### src/rtl/rf_pkg.sv
// Shared types and helpers for the parametrised register file.
package rf_pkg;

    typedef enum logic {
        IDLE,
        CLEAR
    } clr_state_t;

    // Index of the register reserved for the ALU overflow flag.
    function automatic int unsigned flag_idx(input int unsigned nregs);
        return nregs - 1;
    endfunction

endpackage

### src/rtl/rf_clr_seq.sv
// Clear sequencer: sweeps registers 1..NREGS-1 to zero, one per cycle.
module rf_clr_seq
    import rf_pkg::*;
#(
    parameter int unsigned NREGS = 16,
    parameter int unsigned AW    = $clog2(NREGS)
) (
    input  logic          clk,
    input  logic          rst_n,
    input  logic          clr_req,
    output logic          busy,
    output logic          clr_en,
    output logic [AW-1:0] clr_idx
);

    localparam logic [AW-1:0] LAST_IDX  = AW'(NREGS - 1);
    localparam logic [AW-1:0] FIRST_IDX = AW'(1);

    clr_state_t    state, state_nxt;
    logic [AW-1:0] idx, idx_nxt;

    // State and sweep-index registers; reset aborts any sweep in progress.
    always_ff @(posedge clk or negedge rst_n) begin
        if (!rst_n) begin
            state <= IDLE;
            idx   <= '0;
        end else begin
            state <= state_nxt;
            idx   <= idx_nxt;
        end
    end

    // Next-state logic; busy follows the registered state so it is glitch-free.
    always_comb begin
        state_nxt = state;
        idx_nxt   = idx;
        busy      = 1'b0;
        clr_en    = 1'b0;
        clr_idx   = idx;
        unique case (state)
            IDLE: begin
                if (clr_req) begin
                    state_nxt = CLEAR;
                    idx_nxt   = FIRST_IDX;
                end
            end
            CLEAR: begin
                busy    = 1'b1;
                clr_en  = 1'b1;
                idx_nxt = idx + 1'b1;
                if (idx == LAST_IDX) begin
                    state_nxt = IDLE;
                end
            end
            default: state_nxt = IDLE;
        endcase
    end

endmodule

### src/rtl/rf_param.sv
// Parametrised register file: hard-zero r0, overflow flag in the top register,
// optional write bypass, registered store-data port and a clear sweep.
module rf_param
    import rf_pkg::*;
#(
    parameter int unsigned WIDTH  = 8,
    parameter int unsigned NREGS  = 16,
    parameter int unsigned AW     = $clog2(NREGS),
    parameter bit          BYPASS = 1'b1
) (
    input  logic             clk,
    input  logic             rst_n,
    input  logic [WIDTH-1:0] di,
    input  logic             we,
    input  logic [AW-1:0]    ptr_w,
    input  logic [AW-1:0]    ptr_a,
    input  logic [WIDTH-1:0] ptr_b,
    input  logic             const_flag,
    input  logic             ovf_in,
    input  logic             clr_req,
    output logic [WIDTH-1:0] do_a,
    output logic [WIDTH-1:0] do_b,
    output logic [WIDTH-1:0] store_value,
    output logic             busy
);

    localparam logic [AW-1:0] FLAG_PTR = AW'(flag_idx(NREGS));

    logic [WIDTH-1:0] regs [NREGS];
    logic             clr_en;
    logic [AW-1:0]    clr_idx;
    logic             wr_ok;
    logic             fwd_ok;
    logic [AW-1:0]    ptr_b_idx;

    rf_clr_seq #(
        .NREGS (NREGS),
        .AW    (AW)
    ) u_clr_seq (
        .clk     (clk),
        .rst_n   (rst_n),
        .clr_req (clr_req),
        .busy    (busy),
        .clr_en  (clr_en),
        .clr_idx (clr_idx)
    );

    assign wr_ok     = we && !busy && (ptr_w != '0);
    assign fwd_ok    = BYPASS && wr_ok;
    assign ptr_b_idx = ptr_b[AW-1:0];

    // Array update: the sweep owns the array while clearing; otherwise the flag
    // register samples ovf_in and an explicit write (listed last) overrides it.
    always_ff @(posedge clk or negedge rst_n) begin
        if (!rst_n) begin
            for (int unsigned i = 0; i < NREGS; i++) begin
                regs[i] <= '0;
            end
            store_value <= '0;
        end else begin
            store_value <= regs[ptr_w];
            if (clr_en) begin
                regs[clr_idx] <= '0;
            end else begin
                regs[FLAG_PTR] <= {{(WIDTH-1){1'b0}}, ovf_in};
                if (wr_ok) begin
                    regs[ptr_w] <= di;
                end
            end
        end
    end

    // Operand A: hard zero, then same-cycle forward, then array contents.
    always_comb begin
        do_a = regs[ptr_a];
        if (ptr_a == '0) begin
            do_a = '0;
        end else if (fwd_ok && (ptr_w == ptr_a)) begin
            do_a = di;
        end
    end

    // Operand B: constant pass-through takes priority over the register path.
    always_comb begin
        do_b = regs[ptr_b_idx];
        if (const_flag) begin
            do_b = ptr_b;
        end else if (ptr_b_idx == '0) begin
            do_b = '0;
        end else if (fwd_ok && (ptr_w == ptr_b_idx)) begin
            do_b = di;
        end
    end

endmodule

### config.mk
export PLATFORM = sky130hd
export DESIGN_NAME = rf_param
export DESIGN_NICKNAME = d
export VERILOG_FILES = /design/src/rtl/rf_pkg.sv /design/src/rtl/rf_clr_seq.sv /design/src/rtl/rf_param.sv
export SDC_FILE = /design/constraint.sdc
export NUM_CORES = 1
export LEC_CHECK = 0
export CAP_MARGIN = 10
export CELL_PAD_IN_SITES_DETAIL_PLACEMENT = 1
export CELL_PAD_IN_SITES_GLOBAL_PLACEMENT = 1
export CORE_ASPECT_RATIO = 0.5
export CORE_MARGIN = 5
export CORE_UTILIZATION = 35
export DETAILED_ROUTE_END_ITERATION = 16
export MAX_ROUTING_LAYER = met4
export PLACE_DENSITY_LB_ADDON = 0.1
export SLEW_MARGIN = 10
export SYNTH_ARGS = -nofsm -noshare
export SYNTH_HDL_FRONTEND = slang
export SYNTH_SLANG_ARGS = --single-unit
### constraint.sdc
create_clock -name clk -period 2.2 [get_ports clk]
set_clock_uncertainty 0.1 [all_clocks]
set_input_delay 0.44 -clock clk [delete_from_list [all_inputs] [get_ports clk]]
set_output_delay 0.44 -clock clk [all_outputs]
set_load 0.01 [all_outputs]
==> reports/qor.csv <==
metric;value;unit
drv_cap;0;
leakagePower;5.69;nW
synth_area_leaders;dfrtp_1 41%, mux4_2 22%, a22o_1 13%;
area_growth_syn_to_layout;45.2;%
setup_slack;-0.439;ns
grt_antenna_before_repair;1;
path_class;reg2out;
fmax;379;MHz
critPathRequiredTime;1.66;ns
post-place-ws;-1.25;ns
status;complete, but fails checks;
nets;981;
syn_area_per_cell;13.2;um^2
min_path_type;in2async;
drt_iter0_drc;754;
post_drt_wl_per_cell;28.7;um
maxSlewViolCount;0;
ant_nets;0;
cts_root_buf;clkbuf_16;
avgViaCountPerCell;6.04;
ys_types;52;
clk_path_buf_depth;2;
place.gp.congestion;0.940;
rsz0062_at_grt;yes;
h-tree-depth;4;
grt_pass1_wl;55100;um
cts_sinks;141;
ys_seq_elements;141;
arrival;2.10;ns
synthesis.area;8550;um^2
grt_util_all_layers;0.278;
dpl_cell_area;11300;um^2
grt_pass1_vias;8023;
drt_pre_antenna_iters;6;
die_area;27900;um^2
ir_worst_vdd;0.681;mV
start_util;0.356;
diodes;0;
drcViolationCount;0;
use_met2;0.382;
synthTopCellsByCount;141 x dfrtp_1, 127 x a22o_1, 82 x mux4_2;
die_y;121;um
cp_max_fo;4;
busiest_layer;met1;
overflow;0;
setup_viol;16;
clk_pin_slew;0.07;ns
violations;negative setup slack;
routed_wl;36600;um
grt_max_degree;47;
yosysMostFrequentCell;dfrtp_1;
numPortBuffers;54;
synthFlopType;dfrtp_1;
relSlewSlack;0.622;
die_w;231;um
fin_crit;2.64;ns
vias;7703;
cts_inserted_buffers;17;
critPathLaunchType;flip-flop;
worst_slew_pin_slew;0.566;ns
fp-row-count;40;
fillerInstances;2460;
synth_top_area_share;0.413;
power;0.0123;W
worstSkewPairLatency;0.45;ns
dp_hpwl;27200;um
use_met3;0.0460;
syn_nets;680;
postLayoutCellArea;12400;um^2
netlist_instances;646;
async_flop_share;1.00;
synth_edf_count;0;
seq_area_frac_synth;0.413;
coreArea;24000;um^2
pin_count;55;
cts_tree;done;
drive_gt1_frac;0.541;
cellPowerDensity;987;nW/um^2
final-hold-violation-count;0;
final.setup.tns;-6.15;ns
end_kind;output pin;
grtUsageMet1;0.436;
synth_largest_area_cell;dfrtp_1;
yosys_warnings;0;
fin_crit_sh;1.20;
==> per-layer routing <==
layer	routed length (um)	up-vias
li1	-	3231
met1	18100	4106
met2	15400	336
met3	2740	30
met4	421	0
met5	0	-
==> timing repair <==
action	CTS	global route
pin swaps	54	19
cloned	3	0
endpoints found under the hold margin	41	0
hold buffers	1	0
setup endpoints to repair	40	25
resized for setup	153	20
buffers inserted	26	4
==> placed cells by master, fill, tap and decap left out, types with 3 or more instances in the layout <==
master           synthesis  routed
buf_4                    5     254
dfrtp_1                141     130
a22o_1                 127     127
mux4_2                  82      82
mux2i_1                 35      35
nand2_1                 30      30
clkdlybuf4s50_1          0      25
buf_2                   19      20
buf_6                    3      20
clkbuf_16                0      17
a22oi_2                  0      15
o22ai_1                 18      12
nor2_2                  12      12
buf_12                   1      12
nor2b_1                 13      11
dfrtp_2                  0      11
nor2_1                  10       9
a21oi_2                  6       9
o21ai_2                  0       8
o21ai_1                 10       7
a311oi_2                 0       7
and3_1                   9       7
xor2_1                   7       6
o22ai_4                  0       5
mux4_1                   5       5
a21oi_1                  8       5
nor3_4                   3       4
nand3_1                  4       4
ha_1                     4       4
inv_6                    0       4
xnor2_1                  3       3
nor3_1                   3       3
clkinv_2                 0       3
clkinv_4                 0       3
buf_8                    1       3
==> registers in the layout, summed over array words and instances, names as in the netlist <==
register / cells
regs: 128
store_value: 8
u_clr_seq.clr_idx: 4
u_clr_seq.state: 1
==> worst paths after layout <==
path                                      startpoint                   end  slack [ns]  cells after the start
max in group asynchronous                      rst_n              regs[77]        0.90                      3
worst max register to register       u_clr_seq.state              regs[70]        0.12                      9
worst min register to register  u_clr_seq.clr_idx[0]  u_clr_seq.clr_idx[0]        0.47                      1
worst min-delay path                           rst_n              regs[50]        0.41                      2
min in group clk                u_clr_seq.clr_idx[0]  u_clr_seq.clr_idx[0]        0.47                      1
worst max-delay path                         regs[3]               do_a[3]       -0.44                      6
==> critical path, stage by stage (launching register included) <==
cell and delay [ns]:
dfrtp_1 0.43, buf_4 0.16, mux4_2 0.48, a22oi_2 0.14, nand2_1 0.08, a22o_1 0.21
buf_2 0.14
==> cell families after synthesis <==
logic type / after synthesis / synth area share
mux: 122 / 0.272
compound gates: 204 / 0.191
fa+ha+maj: 4 / 0.00585
xor+xnor: 10 / 0.0102
flops: 141 / 0.413
simple gates: 101 / 0.0695
buf+inv: 64 / 0.0391
==> layout make-up <==
| class | count | area (um^2) | share of cell area |
|---|---|---|---|
| Clock buffer | 17 | 425 | 0.0343 |
| Inverter | 3 | 11.3 | 0.000907 |
| Multi-Input combinational cell | 442 | 5000 | 0.403 |
| Timing Repair Buffer | 342 | 2880 | 0.232 |
| Clock inverter | 15 | 163 | 0.0131 |
| Tap cell | 315 | 394 | 0.0317 |
| Sequential cell | 141 | 3540 | 0.285 |
==> power breakdown <==
part	internal (W)	switching [W]	total [W]	leakage (nW)
Sequential	0.00330	0.000704	0.00401	1.91
Clock	0.00169	0.00130	0.00298	0.286
Combinational	0.00295	0.00232	0.00526	3.49
Total	0.00794	0.00432	0.0123	5.69
==> through the flow <==
stage                     instances   util  hold slack (ns)
final                          1275  0.517            0.410
after global routing           1275  0.517            0.451
after floorplan                 646      -           0.0444
after detailed placement       1216  0.470            0.339
after global placement         1216  0.470            0.330
after CTS                      1272  0.513            0.410
Power figures use the tool's default switching activity.
